==> config.mk <==
export PLATFORM = sky130hd
export DESIGN_NAME = arduino_move_rx
export DESIGN_NICKNAME = d
export VERILOG_FILES = /design/src/rtl/connect4_pkg.sv /design/src/rtl/uart_rx_core.sv /design/src/rtl/arduino_move_rx.sv
export SDC_FILE = /design/constraint.sdc
export NUM_CORES = 1
export LEC_CHECK = 0
export ABC_AREA = 0
export ABC_CLOCK_PERIOD_IN_PS = 5750
export CORE_MARGIN = 2
export CORE_UTILIZATION = 45
export CTS_CLUSTER_DIAMETER = 40
export DETAILED_ROUTE_END_ITERATION = 6
export PLACE_DENSITY = 0.63
export SYNTH_ARGS = -nofsm -noshare
export SYNTH_HDL_FRONTEND = slang
export SYNTH_SLANG_ARGS = --single-unit
==> constraint.sdc <==
create_clock -name clk -period 5.75 [get_ports clk]
set_clock_uncertainty 0.15 [all_clocks]
set_input_delay 1.15 -clock clk [delete_from_list [all_inputs] [get_ports clk]]
set_output_delay 1.15 -clock clk [all_outputs]
set_load 0.05 [all_outputs]
==> src/rtl/connect4_pkg.sv <==
// Shared Connect-4 definitions: board width, ASCII codes used on the
// Arduino link, the UART receiver state encoding and move-decoding helpers.
package connect4_pkg;

  localparam int NUM_COLS = 7;

  localparam logic [7:0] ASCII_ZERO = 8'h30;
  localparam logic [7:0] ASCII_CR   = 8'h0D;
  localparam logic [7:0] ASCII_LF   = 8'h0A;
  // Highest character that still names a column ('6' for a 7-wide board).
  localparam logic [7:0] ASCII_LAST = ASCII_ZERO + 8'(NUM_COLS - 1);

  typedef enum logic [1:0] {
    IDLE,
    START,
    DATA,
    STOP
  } rx_state_t;

  typedef logic [2:0] col_t;

  // True for the characters '0'..'6'.
  function automatic logic is_move_char(input logic [7:0] b);
    return (b >= ASCII_ZERO) && (b <= ASCII_LAST);
  endfunction

  // Line terminators the Arduino may append after a move.
  function automatic logic is_terminator(input logic [7:0] b);
    return (b == ASCII_CR) || (b == ASCII_LF);
  endfunction

  // 8-bit subtraction truncated to the column width; only meaningful
  // when is_move_char() holds for the same byte.
  function automatic col_t to_column(input logic [7:0] b);
    return col_t'(b - ASCII_ZERO);
  endfunction

endpackage

==> src/rtl/uart_rx_core.sv <==
// 8N1 UART receiver: input synchroniser, frame state machine and baud/bit
// counters. Reports each frame at its mid-stop sample as a byte plus a
// combinational byte_valid or frame_err strobe.
module uart_rx_core
  import connect4_pkg::*;
#(
  parameter int CLKS_PER_BIT = 5208  // must be >= 4
) (
  input  logic       clk,
  input  logic       rst,
  input  logic       i_rx,
  output logic [7:0] o_byte,
  output logic       o_byte_valid,
  output logic       o_frame_err,
  output logic       o_busy
);

  localparam int CNT_W = $clog2(CLKS_PER_BIT);
  typedef logic [CNT_W-1:0] cnt_t;

  localparam cnt_t LAST_CNT = cnt_t'(CLKS_PER_BIT - 1);
  localparam cnt_t HALF_LAST = cnt_t'(CLKS_PER_BIT / 2 - 1);

  logic       r_sync1;
  logic       r_rx_s;
  rx_state_t  r_state;
  rx_state_t  w_state_nxt;
  cnt_t       r_cnt;
  cnt_t       w_cnt_nxt;
  logic [2:0] r_bit_idx;
  logic [2:0] w_bit_nxt;
  logic [7:0] r_shift;
  logic [7:0] w_shift_nxt;
  logic       w_byte_valid;
  logic       w_frame_err;

  // Two-flop synchroniser; both flops reset to the idle (high) line level.
  always_ff @(posedge clk or posedge rst) begin
    if (rst) begin
      r_sync1 <= 1'b1;
      r_rx_s  <= 1'b1;
    end else begin
      // NOTE: non-blocking assignments let r_rx_s take the old r_sync1,
      // giving two real flop stages; blocking here would collapse them.
      r_sync1 <= i_rx;
      r_rx_s  <= r_sync1;
    end
  end

  // State, counters and shift register.
  always_ff @(posedge clk or posedge rst) begin
    if (rst) begin
      r_state   <= IDLE;
      r_cnt     <= '0;
      r_bit_idx <= '0;
      r_shift   <= '0;
    end else begin
      r_state   <= w_state_nxt;
      r_cnt     <= w_cnt_nxt;
      r_bit_idx <= w_bit_nxt;
      r_shift   <= w_shift_nxt;
    end
  end

  // Next-state logic: half-bit start check, mid-bit data sampling, stop check.
  always_comb begin
    // NOTE: every output of this block gets a default first, so no path
    // through the case statement can leave a value held (no latches).
    w_state_nxt  = r_state;
    w_cnt_nxt    = r_cnt;
    w_bit_nxt    = r_bit_idx;
    w_shift_nxt  = r_shift;
    w_byte_valid = 1'b0;
    w_frame_err  = 1'b0;

    unique case (r_state)
      IDLE: begin
        if (!r_rx_s) begin
          w_state_nxt = START;
          w_cnt_nxt   = '0;
        end
      end

      START: begin
        if (r_cnt == HALF_LAST) begin
          // Line back high at mid-start means a glitch, not a frame.
          w_cnt_nxt   = '0;
          w_bit_nxt   = '0;
          w_state_nxt = r_rx_s ? IDLE : DATA;
        end else begin
          w_cnt_nxt = r_cnt + cnt_t'(1);
        end
      end

      DATA: begin
        if (r_cnt == LAST_CNT) begin
          w_cnt_nxt   = '0;
          w_shift_nxt = {r_rx_s, r_shift[7:1]};  // LSB arrives first
          if (r_bit_idx == 3'd7) begin
            w_state_nxt = STOP;
            w_bit_nxt   = '0;
          end else begin
            w_bit_nxt = r_bit_idx + 3'd1;
          end
        end else begin
          w_cnt_nxt = r_cnt + cnt_t'(1);
        end
      end

      STOP: begin
        if (r_cnt == LAST_CNT) begin
          // Back to IDLE at mid-stop so an immediate next start bit is seen.
          w_state_nxt  = IDLE;
          w_cnt_nxt    = '0;
          w_byte_valid = r_rx_s;
          w_frame_err  = !r_rx_s;
        end else begin
          w_cnt_nxt = r_cnt + cnt_t'(1);
        end
      end

      default: begin
        w_state_nxt = IDLE;
        w_cnt_nxt   = '0;
      end
    endcase
  end

  assign o_byte       = r_shift;
  assign o_byte_valid = w_byte_valid;
  assign o_frame_err  = w_frame_err;
  assign o_busy       = (r_state != IDLE);

endmodule

==> src/rtl/arduino_move_rx.sv <==
// Arduino move receiver: decodes ASCII '0'..'6' frames from the UART core
// into a held column plus a one-cycle move_ready strobe, gated by accept.
// Bad characters and framing errors produce a one-cycle error strobe.
module arduino_move_rx
  import connect4_pkg::*;
#(
  parameter int CLK_HZ = 50_000_000,
  parameter int BAUD   = 9600
) (
  input  logic       clk,
  input  logic       rst,
  input  logic       rx_data,
  input  logic       accept,
  output logic [2:0] column,
  output logic       move_ready,
  output logic       error,
  output logic       busy
);

  localparam int CLKS_PER_BIT = CLK_HZ / BAUD;

  logic [7:0] w_byte;
  logic       w_byte_valid;
  logic       w_frame_err;
  logic       w_busy;
  col_t       r_column;
  logic       r_move_ready;
  logic       r_error;

  uart_rx_core #(
    .CLKS_PER_BIT(CLKS_PER_BIT)
  ) u_core (
    .clk         (clk),
    .rst         (rst),
    .i_rx        (rx_data),
    .o_byte      (w_byte),
    .o_byte_valid(w_byte_valid),
    .o_frame_err (w_frame_err),
    .o_busy      (w_busy)
  );

  // Classify each finished frame and register the move/error strobes.
  always_ff @(posedge clk or posedge rst) begin
    if (rst) begin
      r_column     <= '0;
      r_move_ready <= 1'b0;
      r_error      <= 1'b0;
    end else begin
      r_move_ready <= 1'b0;
      r_error      <= 1'b0;
      if (w_frame_err) begin
        r_error <= 1'b1;
      end else if (w_byte_valid) begin
        if (is_move_char(w_byte)) begin
          // Moves arriving while the game is not waiting are dropped silently.
          if (accept) begin
            r_column     <= to_column(w_byte);
            r_move_ready <= 1'b1;
          end
        end else if (!is_terminator(w_byte)) begin
          r_error <= 1'b1;
        end
      end
    end
  end

  assign column     = r_column;
  assign move_ready = r_move_ready;
  assign error      = r_error;
  assign busy       = w_busy;

endmodule

==> impl_summary.log, run 1 <==
[metrics] run status: completed
[metrics] wire length after detailed routing: a little under 3 mm
[metrics] TritonCTS clock tree: done
[metrics] Layout Nets: roughly 170
[metrics] clock-pin slew on the worst setup and hold paths: 0.06 ns
[metrics] count of maximum capacitance violations: 0
[metrics] vias post-DR: 1197
[metrics] Reg2Reg Depth: 6
[metrics] count of clock tree sinks: 33
[metrics] Clk Tree Root Cell: sky130_fd_sc_hd__clkbuf_8
[metrics] Final setup violation count: 0
[metrics] total setup buffers inserted after CTS: 0
[metrics] Post-CTS Hold Buffers: 0
[metrics] First DRT Iteration DRCs: 87
[metrics] Wirelength per Cell: 13.8 µm
[metrics] Post-synth EDFFs: 0
[metrics] number of H-tree levels: 2
[metrics] count of pins over their slew limit: 0
[metrics] IO buf count: 9
[metrics] clock latency reported for the late side of the worst-skew pair: 0.28 ns
[metrics] Critical Path Sink: busy
[metrics] die extent in x: 64.6 µm
[metrics] antenna-violating nets left: 0
[metrics] via count of the first global-routing pass: around 1100
[metrics] pin count of the biggest net entering global routing: 34
[metrics] gr ovfl total: 0
[metrics] number of placement rows: 22
[metrics] first-pass detailed-route iteration total: 4
[metrics] required time worst endpoint: roughly 4.5 ns
[metrics] worst hold path depth: 0
[metrics] area of the die: 4180 µm²
[metrics] fraction of layout cells with a size suffix above 1: 17.8%
[metrics] Static Leak: around 0.90 nW
[metrics] TritonCTS buffer count: 5
[metrics] Register-to-Register Setup Slack: 3.31 ns
[metrics] remaining design rule violation count: 0
[metrics] GRT Overall Usage: 16.2%
[metrics] post-synthesis register bit count: 33
[metrics] initial antenna violation count: 0
[metrics] I/O pin cnt: 10
[metrics] Reg2Reg Launch Point: u_core.r_cnt[0]
[metrics] Crit Path Category: register to output port
[metrics] arrival time of the worst setup path: 1.76 ns
[metrics] number of synthesis warnings: 0
[metrics] Cell Pwr Density: 216 nW/µm²
[metrics] destination of the worst register-to-register timing path: u_core.o_byte[5]
[metrics] worst min path class: register to register
[metrics] initial core utilization: 45.9%
[metrics] startpoint kind of the worst setup timing path: register
[metrics] Detail Placement HPWL: 2.08 mm
[metrics] normalized max-slew margin: 55.3%
[metrics] worst voltage drop across the vdd grid: 0.160 mV
[metrics] Seq/Total Area, Yosys: about half
[metrics] unrepaired setup endpoints after global routing: no
[metrics] Top FF cell, synth: sky130_fd_sc_hd__dfrtp_1
[metrics] Synth async-reset ratio: 100%
[metrics] Post-Syn Nets: 158
[metrics] final worst-path cycle share: 53.2%
[metrics] endpoints failing hold: 0
[metrics] Worst Hold Margin: around 0.21 ns
[metrics] post-synthesis to final-layout area growth: 13.4%
[metrics] post-synthesis cell area: roughly 1700 µm²
[metrics] count of antenna diodes in the layout: 0
[metrics] Avg Synthesized Cell Area: 11.0 µm²
[metrics] total negative setup slack: 0 ns
[metrics] Clock Path Buffers: 2
[metrics] number of distinct library cells after synthesis: 38
[metrics] critical path capture point type: output port
[metrics] Chip Height: 64.6 µm
[metrics] f_max: 327 MHz
[metrics] gp weighted congestion: 0.759
[metrics] via count normalized by instance count: 5.67
[metrics] minimum period implied by the final worst setup slack: 3.06 ns
[metrics] CTS-repair resized insts: 0
[metrics] placeable core area: 3610 µm²
[metrics] Mapped Cells: 151
[metrics] pin slew with the least headroom to its limit: between 0.6 and 0.7 ns
[metrics] worst-path fanout max: 10
[metrics] first-pass GRT wire length: a little over 5 mm
sequential cells by signal, indices dropped and copies added, names as in the netlist, named ones only:
| signal | cells |
|---|---|
| column | 3 |
| error | 1 |
| move_ready | 1 |
| u_core.o_byte | 8 |
| u_core.r_bit_idx | 3 |
| u_core.r_cnt | 13 |
| u_core.r_rx_s | 1 |
| u_core.r_state | 1 |
| u_core.r_sync1 | 1 |
layout make-up:
cell class / instances / area, µm²
fillers: 314 / 1730
flip-flops and latches: 33 / 828
multi-input cells: 107 / 781
repair buffers: 11 / 105
clock buffers: 5 / 68.8
well taps: 48 / 60.1
clock inverters: 3 / 17.5
inverters: 4 / 15.0
per-stage QoR:
stage	cell area, µm²	std cells	util, %	power (W)	setup WS (ns)
after floorplan	1650	151	-	0.000242	3.46
after global placement	1790	203	49.6	0.000246	2.97
after detailed placement	1790	203	49.6	0.000246	2.96
after CTS	1880	211	52.0	0.000413	2.67
after global routing	1880	211	52.0	0.000427	2.61
final	1880	211	52.0	0.000405	2.69
cell families after synthesis:
group                    share of synthesized area (%)
buffers and inverters                             2.72
XOR/XNOR                                          2.12
multiplexers                                      8.77
flip-flops                                        50.1
adder cells (fa/ha/maj)                           2.27
AND/OR/NAND/NOR                                   21.2
AO/OA/AOI/OAI                                     12.9
routing by layer:
metal | up-vias | track usage (%) | share of wire (%)
met5 | - | 0 | 0
li1 | 590 | - | -
met1 | 571 | 23.1 | 48
met4 | 0 | 6.12 | 1.4
met3 | 6 | 4.86 | 5.7
met2 | 30 | 23.2 | 45
worst max-delay path, stage by stage (launching register included):
cell,delay [ns]
sky130_fd_sc_hd__dfrtp_1,0.51
sky130_fd_sc_hd__nor2_1,0.12
sky130_fd_sc_hd__inv_1,0.07
sky130_fd_sc_hd__clkdlybuf4s50_1,0.79
cell usage in the layout (no fill, tap or decap), drive strengths merged, types with 3 or more instances in the layout:
cell type / count
a21oi: 8
a22o: 9
nor2: 7
inv: 4
dfrtp: 31
xnor2: 3
and3: 7
ha: 3
and2: 3
mux2: 11
nand2: 12
nand4: 4
nor4: 3
a31oi: 9
nand3: 6
clkbuf: 5
clkdlybuf4s50: 9
how the worst min path moves through the flow:
stage / startpoint / to / slack [ns]
2_1_floorplan: u_core.r_sync1 / u_core.r_rx_s / 0.20
3_3_place_gp: u_core.r_sync1 / u_core.r_rx_s / 0.20
3_5_place_dp: u_core.r_sync1 / u_core.r_rx_s / 0.20
4_1_cts: u_core.r_sync1 / u_core.r_rx_s / 0.21
5_1_grt: u_core.r_sync1 / u_core.r_rx_s / 0.22
6_report: u_core.r_sync1 / u_core.r_rx_s / 0.21
report_power, final:
| part | switching, W | internal (W) | total, W |
|---|---|---|---|
| clock | 0.0000796 | 0.0000833 | 0.000163 |
| combinational | 0.00000483 | 0.00000247 | 0.00000730 |
| sequential | 0.000000924 | 0.000234 | 0.000234 |
| total | 0.0000853 | 0.000319 | 0.000405 |
synth_stat cells, types with 4 or more instances:
library cell / n / area share, %
sky130_fd_sc_hd__a21oi_1: 8 / 2.4
sky130_fd_sc_hd__and3_1: 6 / 2.3
sky130_fd_sc_hd__nor2_1: 7 / 1.6
sky130_fd_sc_hd__dfrtp_1: 31 / 47
sky130_fd_sc_hd__a22o_1: 9 / 4.8
sky130_fd_sc_hd__nand3_1: 6 / 1.8
sky130_fd_sc_hd__inv_1: 4 / 0.91
sky130_fd_sc_hd__nand2_1: 12 / 2.7
sky130_fd_sc_hd__mux2_2: 8 / 5.4
sky130_fd_sc_hd__a31oi_1: 9 / 3.4
(Power assumes the default switching activity.)
==> run 2: changes to the inputs <==
- ABC_CLOCK_PERIOD_IN_PS: 5750 -> 2870
- clock period: 5.75 -> 2.87 ns (I/O delays scaled with it)
==> run 2 against run 1 <==
Effect of this change:
- die area is the same
- worst hold slack lost 0.0059 ns
- sequential share of layout area shrank 1.3 points
- final cell count grew 0.47%
- critical endpoint unchanged
- largest power group is now clock
==> impl_summary.log, run 2 (same netlist as run 1, synthesis figures left out) <==
[metrics] post-synthesis to final-layout area growth: 16.7% (was 13.4%)
[metrics] remaining design rule violation count: 0 (unchanged)
[metrics] critical path capture point type: output port (unchanged)
[metrics] pin slew with the least headroom to its limit: 0.691 ns (was 0.671 ns)
[metrics] Cell Pwr Density: 516 nW/µm² (was 216 nW/µm²)
[metrics] number of H-tree levels: 2 (unchanged)
[metrics] CTS-repair resized insts: 0 (unchanged)
[metrics] count of pins over their slew limit: 0 (unchanged)
[metrics] Layout Cell Area excl Fill: 1930 µm² (was 1880 µm²)
[metrics] arrival time of the worst setup path: 1.77 ns (was 1.76 ns)
[metrics] Static Leak: 0.925 nW (was 0.895 nW)
[metrics] final worst-path cycle share: 86.9%
[metrics] count of clock tree sinks: 33 (unchanged)
[metrics] most frequent standard cell in the layout excluding fill and tap cells: sky130_fd_sc_hd__dfrtp_1 (unchanged)
[metrics] First DRT Iteration DRCs: 55 (was 87)
[metrics] vias post-DR: 1216 (was 1197)
[metrics] run status: completed (unchanged)
[metrics] startpoint kind of the worst setup timing path: register (unchanged)
[metrics] instance count after placement with tap cells included: 204 (was 203)
[metrics] clock latency reported for the late side of the worst-skew pair: 0.28 ns (about the same)
[metrics] total negative setup slack: 0 ns (unchanged)
[metrics] antenna-violating nets left: 0 (unchanged)
[metrics] die extent in x: 64.6 µm (unchanged)
[metrics] f_max: approximately 400 MHz
[metrics] first-pass GRT wire length: 5.44 mm (was 5.13 mm)
[metrics] Largest register FFs: 13 (unchanged)
[metrics] Reg2Reg Launch Point: u_core.r_cnt[0] (unchanged)
[metrics] Placed Instance Area: 1800 µm² (was 1790 µm²)
[metrics] Chip Height: 64.6 µm (unchanged)
[metrics] normalized max-slew margin: 53.9% (was 55.3%)
[metrics] pin count of the biggest net entering global routing: 34 (unchanged)
[metrics] commonest cells after routing, fill and taps aside: 31 x sky130_fd_sc_hd__dfrtp_1, 12 x sky130_fd_sc_hd__nand2_1, 9 x sky130_fd_sc_hd__a22o_1, 9 x sky130_fd_sc_hd__a31oi_1, 9 x sky130_fd_sc_hd__clkdlybuf4s50_1 (unchanged)
[metrics] count of maximum capacitance violations: 0 (unchanged)
[metrics] via count normalized by instance count: 5.74 (was 5.67)
[metrics] via count of the first global-routing pass: 1142 (was 1067)
[metrics] endpoints failing hold: 0 (unchanged)
[metrics] Crit Path Category: register to output port (unchanged)
[metrics] Detail Placement HPWL: 2.12 mm (was 2.08 mm)
[metrics] initial core utilization: 45.9% (unchanged)
[metrics] area of the die: 4180 µm² (unchanged)
[metrics] Post-CTS Hold Buffers: 0 (unchanged)
[metrics] total power: 0.000997 W (was 0.000405 W)
[metrics] wire length after detailed routing: 3.08 mm (was 2.92 mm)
[metrics] I/O pin cnt: 10 (unchanged)
[metrics] worst min path class: register to register (unchanged)
[metrics] gp weighted congestion: 0.817 (was 0.759)
[metrics] largest reg by FF count: u_core.r_cnt (unchanged)
[metrics] worst min-delay path startpoint: u_core.r_sync1 (unchanged)
[metrics] Layout Nets: 170 (was 169)
[metrics] required time worst endpoint: 2.15 ns (was 4.45 ns)
[metrics] Clk Tree Root Cell: sky130_fd_sc_hd__clkbuf_8 (unchanged)
[metrics] GRT Overall Usage: 16.9% (was 16.2%)
[metrics] initial antenna violation count: 0 (unchanged)
[metrics] Wirelength per Cell: 14.5 µm (was 13.8 µm)
[metrics] count of antenna diodes in the layout: 0 (unchanged)
[metrics] placeable core area: 3610 µm² (unchanged)
[metrics] worst voltage drop across the vdd grid: 0.331 mV (was 0.160 mV)
[metrics] Final Worst Setup Slack: 0.376 ns (was 2.69 ns)
[metrics] minimum period implied by the final worst setup slack: 2.49 ns
[metrics] IO buf count: 9 (unchanged)
[metrics] clock-pin slew on the worst setup and hold paths: 0.07 ns (was 0.06 ns)
[metrics] total setup buffers inserted after CTS: 0 (unchanged)
[metrics] Final setup violation count: 0 (unchanged)
[metrics] pre-CTS setup slack: 0.619 ns (was 2.96 ns)
[metrics] number of placement rows: 22 (unchanged)
[metrics] Clock Path Buffers: 2 (unchanged)
[metrics] TritonCTS clock tree: done (unchanged)
[metrics] unrepaired setup endpoints after global routing: no (unchanged)
[metrics] post-route non-filler standard cell count: 212 (was 211)
[metrics] gr ovfl total: 0 (unchanged)
[metrics] fraction of layout cells with a size suffix above 1: 18.3% (was 17.8%)
[metrics] first-pass detailed-route iteration total: 4 (unchanged)
[metrics] worst-path fanout max: 10 (unchanged)
[metrics] TritonCTS buffer count: 5 (unchanged)
run 2: final timing paths:
check	slack [ns]	endpoint	cells after the start
max	0.38	busy	3
min in group asynchronous	0.53	u_core.r_cnt[10]	3
min reg2reg	0.21	u_core.r_rx_s	0
max reg2reg	0.60	u_core.r_cnt[9]	6
min	0.21	u_core.r_rx_s	0
max in group asynchronous	1.71	u_core.r_sync1	3
run 2: worst max-delay path, stage by stage (launching register included):
cell and delay [ns]:
sky130_fd_sc_hd__dfrtp_1 0.51, sky130_fd_sc_hd__nor2_1 0.11, sky130_fd_sc_hd__inv_1 0.08, sky130_fd_sc_hd__clkdlybuf4s50_1 0.80
run 2: area by class of cell:
| type | instances | area, µm² |
|---|---|---|
| multi-input cells | 107 | 781 |
| inverters | 4 | 15.0 |
| fillers | 326 | 1680 |
| well taps | 48 | 60.1 |
| flip-flops and latches | 33 | 828 |
| clock inverters | 3 | 65.1 |
| repair buffers | 12 | 113 |
| clock buffers | 5 | 68.8 |
run 2: per-layer routing:
metal / GRT usage [%] / part of all wire, % / up-vias
met1: 23.6 / 50 / 605
met2: 25.4 / 46 / 20
met4: 6.91 / 1.1 / 0
met3: 3.82 / 2.8 / 5
li1: - / - / 586
met5: 0 / 0 / -
run 2: report_power, final:
part | leakage, nW | total, W | switching, W | internal, W
clock network | 0.0681 | 0.000513 | 0.000168 | 0.000345
logic | 0.418 | 0.0000147 | 0.00000975 | 0.00000496
registers | 0.439 | 0.000469 | 0.00000179 | 0.000468
run 2: through the flow:
step | util [%] | hold slack [ns]
6_report | 53.5 | 0.205
5_1_grt | 53.5 | 0.210
4_1_cts | 53.5 | 0.207
3_5_place_dp | 49.8 | 0.197
3_3_place_gp | 49.8 | 0.198
2_1_floorplan | - | 0.195
==> run 3: changes to the inputs <==
- ABC_AREA: 0 -> 1
==> run 3 against run 2 <==
Effect of this change:
- count of clock-buffer cells in the layout is 2 higher
- sequential share of layout area is 2.7 points lower
- sequential power hardly changed
- final area is 6.7% higher
- highest routed layer unchanged
- worst hold slack better by 0.0056 ns
- synthesized cell count is 58% higher
- final cell count is 43% higher
- largest cell class unchanged
- via count is 22% higher
- non-clock buffer count is 2 lower
- critical path type unchanged
- register-to-register slack better by 0.41 ns
- die area is 8.8% higher
==> impl_summary.log, run 3 <==
[metrics] Logic pwr share: 1.6% (was 1.5%)
[metrics] TritonCTS buffer count: 5 (unchanged)
[metrics] Layout Nets: 259 (was 170)
[metrics] CTS-repair resized insts: 0 (unchanged)
[metrics] Reg2Reg Launch Point: u_core.r_cnt[0] (unchanged)
[metrics] final worst-path cycle share: 82.0% (was 86.9%)
[metrics] count of antenna diodes in the layout: 0 (unchanged)
[metrics] gp weighted congestion: 0.876 (was 0.817)
[metrics] vias post-DR: 1488 (was 1216)
[metrics] Post-Syn Nets: 245 (was 158)
[metrics] post-synthesis register bit count: 33 (unchanged)
[metrics] worst min path class: register to register (unchanged)
[metrics] commonest cells after routing, fill and taps aside: 61 x sky130_fd_sc_hd__nand2_1, 33 x sky130_fd_sc_hd__inv_1, 31 x sky130_fd_sc_hd__dfrtp_1 (was 31 x sky130_fd_sc_hd__dfrtp_1, 12 x sky130_fd_sc_hd__nand2_1, 9 x sky130_fd_sc_hd__a22o_1, 9 x sky130_fd_sc_hd__a31oi_1, 9 x sky130_fd_sc_hd__clkdlybuf4s50_1)
[metrics] post-synthesis to final-layout area growth: 13.8% (was 16.7%)
[metrics] via count of the first global-routing pass: 1442 (was 1142)
[metrics] fraction of layout cells with a size suffix above 1: 10.7% (was 18.3%)
[metrics] TritonCTS clock tree: done (unchanged)
[metrics] worst stage delay on the critical path: 0.79 ns (was 0.80 ns)
[metrics] Post-CTS Hold Buffers: 0 (unchanged)
[metrics] worst voltage drop across the vdd grid: 0.320 mV (was 0.331 mV)
[metrics] Wirelength per Cell: 11.9 µm (was 14.5 µm)
[metrics] Clock Path Buffers: 2 (unchanged)
[metrics] f_max: 425 MHz (was 401 MHz)
[metrics] slowest stage cell on the critical path: sky130_fd_sc_hd__clkdlybuf4s50_1 (unchanged)
[metrics] Cell Pwr Density: 456 nW/µm² (was 516 nW/µm²)
[metrics] area of the die: 4540 µm² (was 4180 µm²)
[metrics] die extent in x: 67.4 µm (was 64.6 µm)
[metrics] GRT Overall Usage: 19.4% (was 16.9%)
[metrics] total setup buffers inserted after CTS: 0 (unchanged)
[metrics] count of pins over their slew limit: 0 (unchanged)
[metrics] run status: completed (unchanged)
[metrics] number of H-tree levels: 2 (unchanged)
[metrics] startpoint kind of the worst setup timing path: register (unchanged)
[metrics] Commonest cells post-synth: 61 x sky130_fd_sc_hd__nand2_1, 33 x sky130_fd_sc_hd__inv_1, 31 x sky130_fd_sc_hd__dfrtp_1 (was 31 x sky130_fd_sc_hd__dfrtp_1, 12 x sky130_fd_sc_hd__nand2_1, 9 x sky130_fd_sc_hd__a22o_1, 9 x sky130_fd_sc_hd__a31oi_1)
[metrics] arrival time of the worst setup path: 1.63 ns (was 1.77 ns)
[metrics] cell types with the largest area share after synthesis: sky130_fd_sc_hd__dfrtp_1 43%, sky130_fd_sc_hd__nand2_1 13%, sky130_fd_sc_hd__inv_1 6.8%, sky130_fd_sc_hd__nor2_1 4.8%, sky130_fd_sc_hd__o21ai_0 4.7% (was sky130_fd_sc_hd__dfrtp_1 47%, sky130_fd_sc_hd__mux2_2 5.4%, sky130_fd_sc_hd__a22o_1 4.8%, sky130_fd_sc_hd__a31oi_1 3.4%, sky130_fd_sc_hd__dfstp_2 3.2%)
[metrics] Seq/Total Area, Yosys: 45.8% (was 50.1%)
[metrics] leading area contributor after synthesis: sky130_fd_sc_hd__dfrtp_1 (unchanged)
[metrics] count of maximum capacitance violations: 0 (unchanged)
[metrics] Avg Synthesized Cell Area: 7.60 µm² (was 11.0 µm²)
[metrics] gr ovfl total: 0 (unchanged)
[metrics] initial core utilization: 45.9% (about the same)
[metrics] First DRT Iteration DRCs: 96 (was 55)
[metrics] number of synthesis warnings: 0 (unchanged)
[metrics] Chip Height: 67.4 µm (was 64.6 µm)
[metrics] Post-synth EDFFs: 0 (unchanged)
[metrics] minimum period implied by the final worst setup slack: 2.35 ns (was 2.49 ns)
[metrics] Static Leak: 0.924 nW (was 0.925 nW)
[metrics] remaining design rule violation count: 0 (unchanged)
[metrics] first-pass GRT wire length: 6.44 mm (was 5.44 mm)
[metrics] antenna-violating nets left: 0 (unchanged)
[metrics] critical path capture point type: output port (unchanged)
[metrics] Top FF cell, synth: sky130_fd_sc_hd__dfrtp_1 (unchanged)
[metrics] most repeated cell in the gate-level netlist after synthesis: sky130_fd_sc_hd__nand2_1 (was sky130_fd_sc_hd__dfrtp_1)
[metrics] count of clock tree sinks: 33 (unchanged)
[metrics] pin count of the biggest net entering global routing: 34 (unchanged)
[metrics] unrepaired setup endpoints after global routing: no (unchanged)
[metrics] switching fraction of total power: 19.6% (was 18.0%)
[metrics] Buf+Inv Stages, Crit Path: 2 (unchanged)
[metrics] total negative setup slack: 0 ns (unchanged)
[metrics] normalized max-slew margin: 67.3% (was 53.9%)
[metrics] Mapped Cells: 238 (was 151)
[metrics] clock-pin slew on the worst setup and hold paths: 0.07 ns (about the same)
[metrics] wire length after detailed routing: 3.61 mm (was 3.08 mm)
[metrics] number of placement rows: 23 (was 22)
[metrics] clock latency reported for the late side of the worst-skew pair: 0.29 ns (was 0.28 ns)
[metrics] initial antenna violation count: 0 (unchanged)
[metrics] Crit Path Category: register to output port (unchanged)
[metrics] clock network fraction of total power: 48.5% (was 51.4%)
[metrics] IO buf count: 9 (unchanged)
[metrics] Detail Placement HPWL: 2.50 mm (was 2.12 mm)
[metrics] Layout Cell Area excl Fill: 2060 µm² (was 1930 µm²)
[metrics] Clk Tree Root Cell: sky130_fd_sc_hd__clkbuf_8 (unchanged)
[metrics] cell-by-cell trace of the critical path: nor2_1 > inv_1 > clkdlybuf4s50_1 (unchanged)
[metrics] Largest register FFs: 13 (unchanged)
[metrics] largest reg by FF count: u_core.r_cnt (unchanged)
[metrics] switching power: 0.000185 W (was 0.000179 W)
[metrics] required time worst endpoint: 2.15 ns (about the same)
[metrics] most frequent standard cell in the layout excluding fill and tap cells: sky130_fd_sc_hd__nand2_1 (was sky130_fd_sc_hd__dfrtp_1)
[metrics] Placed Instance Area: 1940 µm² (was 1800 µm²)
[metrics] part of the total power dissipated in sequential elements: 49.9% (was 47.1%)
[metrics] Synth async-reset ratio: 100% (unchanged)
[metrics] Final setup violation count: 0 (unchanged)
[metrics] post-synthesis cell area: 1810 µm² (was 1650 µm²)
[metrics] via count normalized by instance count: 4.91 (was 5.74)
[metrics] number of distinct library cells after synthesis: 29 (was 38)
[metrics] worst min-delay path startpoint: u_core.r_sync1 (unchanged)
[metrics] worst-path fanout max: 6 (was 10)
[metrics] I/O pin cnt: 10 (unchanged)
[metrics] first-pass detailed-route iteration total: 4 (unchanged)
[metrics] placeable core area: 3940 µm² (was 3610 µm²)
[metrics] endpoints failing hold: 0 (unchanged)
[metrics] internal power component: 0.000756 W (was 0.000817 W)
[metrics] gate family responsible for the most delay along the worst path: buffers and inverters (unchanged)
[metrics] pin slew with the least headroom to its limit: 0.489 ns (was 0.691 ns)
[metrics] top cell type's share of synthesized area: 42.9% (was 46.9%)
[run 3: power groups by stage]
stage	combinational [W]	sequential [W]	clock (W)
finish	0.0000149	0.000469	0.000456
global route	0.0000178	0.000469	0.000478
CTS	0.0000160	0.000469	0.000467
detailed placement	0.0000161	0.000478	0
global placement	0.0000159	0.000477	0
floorplan	0.00000769	0.000477	0
[run 3: logic make-up after synthesis]
group / Yosys count / synth area share [%]
AO/OA/AOI/OAI: 37 / 11.3
XOR/XNOR: 4 / 1.94
buffers and inverters: 39 / 8.92
AND/OR/NAND/NOR: 122 / 30.0
flip-flops: 33 / 45.8
adder cells (fa/ha/maj): 3 / 2.07
[run 3: cell type report]
cell class / instances / area, µm²
clock buffers: 7 / 86.3
inverters: 36 / 135
fillers: 381 / 1880
clock inverters: 1 / 30.0
repair buffers: 10 / 97.6
multi-input cells: 166 / 820
well taps: 50 / 62.6
flip-flops and latches: 33 / 828
[run 3: path summary, 6_finish.rpt]
kind | slack [ns] | cells past startpoint | to
setup / recovery | 0.52 | 3 | busy
hold / removal | 0.21 | 0 | u_core.r_rx_s
setup reg to reg | 1.01 | 8 | u_core.r_cnt[6]
hold reg to reg | 0.21 | 0 | u_core.r_rx_s
max in group asynchronous | 1.71 | 3 | u_core.r_rx_s
min in group asynchronous | 0.53 | 3 | u_core.o_byte[2]
[run 3: metal layers]
metal	vias up	global-route usage, %	wire (µm)
li1	786	-	-
met1	668	25.8	1790
met2	28	29.2	1580
met3	6	4.83	164
met4	0	9.95	78
met5	-	0	0
[run 3: stage by stage]
step / instances / hold slack, ns / utilization, % / worst slack, ns / power, W
5_1_grt: 303 / 0.217 / 52.2 / 0.446 / 0.000965
4_1_cts: 303 / 0.214 / 52.2 / 0.500 / 0.000952
3_5_place_dp: 295 / 0.200 / 49.3 / 0.831 / 0.000494
3_3_place_gp: 295 / 0.197 / 49.3 / 0.842 / 0.000493
2_1_floorplan: 238 / 0.195 / - / 1.25 / 0.000485
6_report: 303 / 0.211 / 52.2 / 0.515 / 0.000940
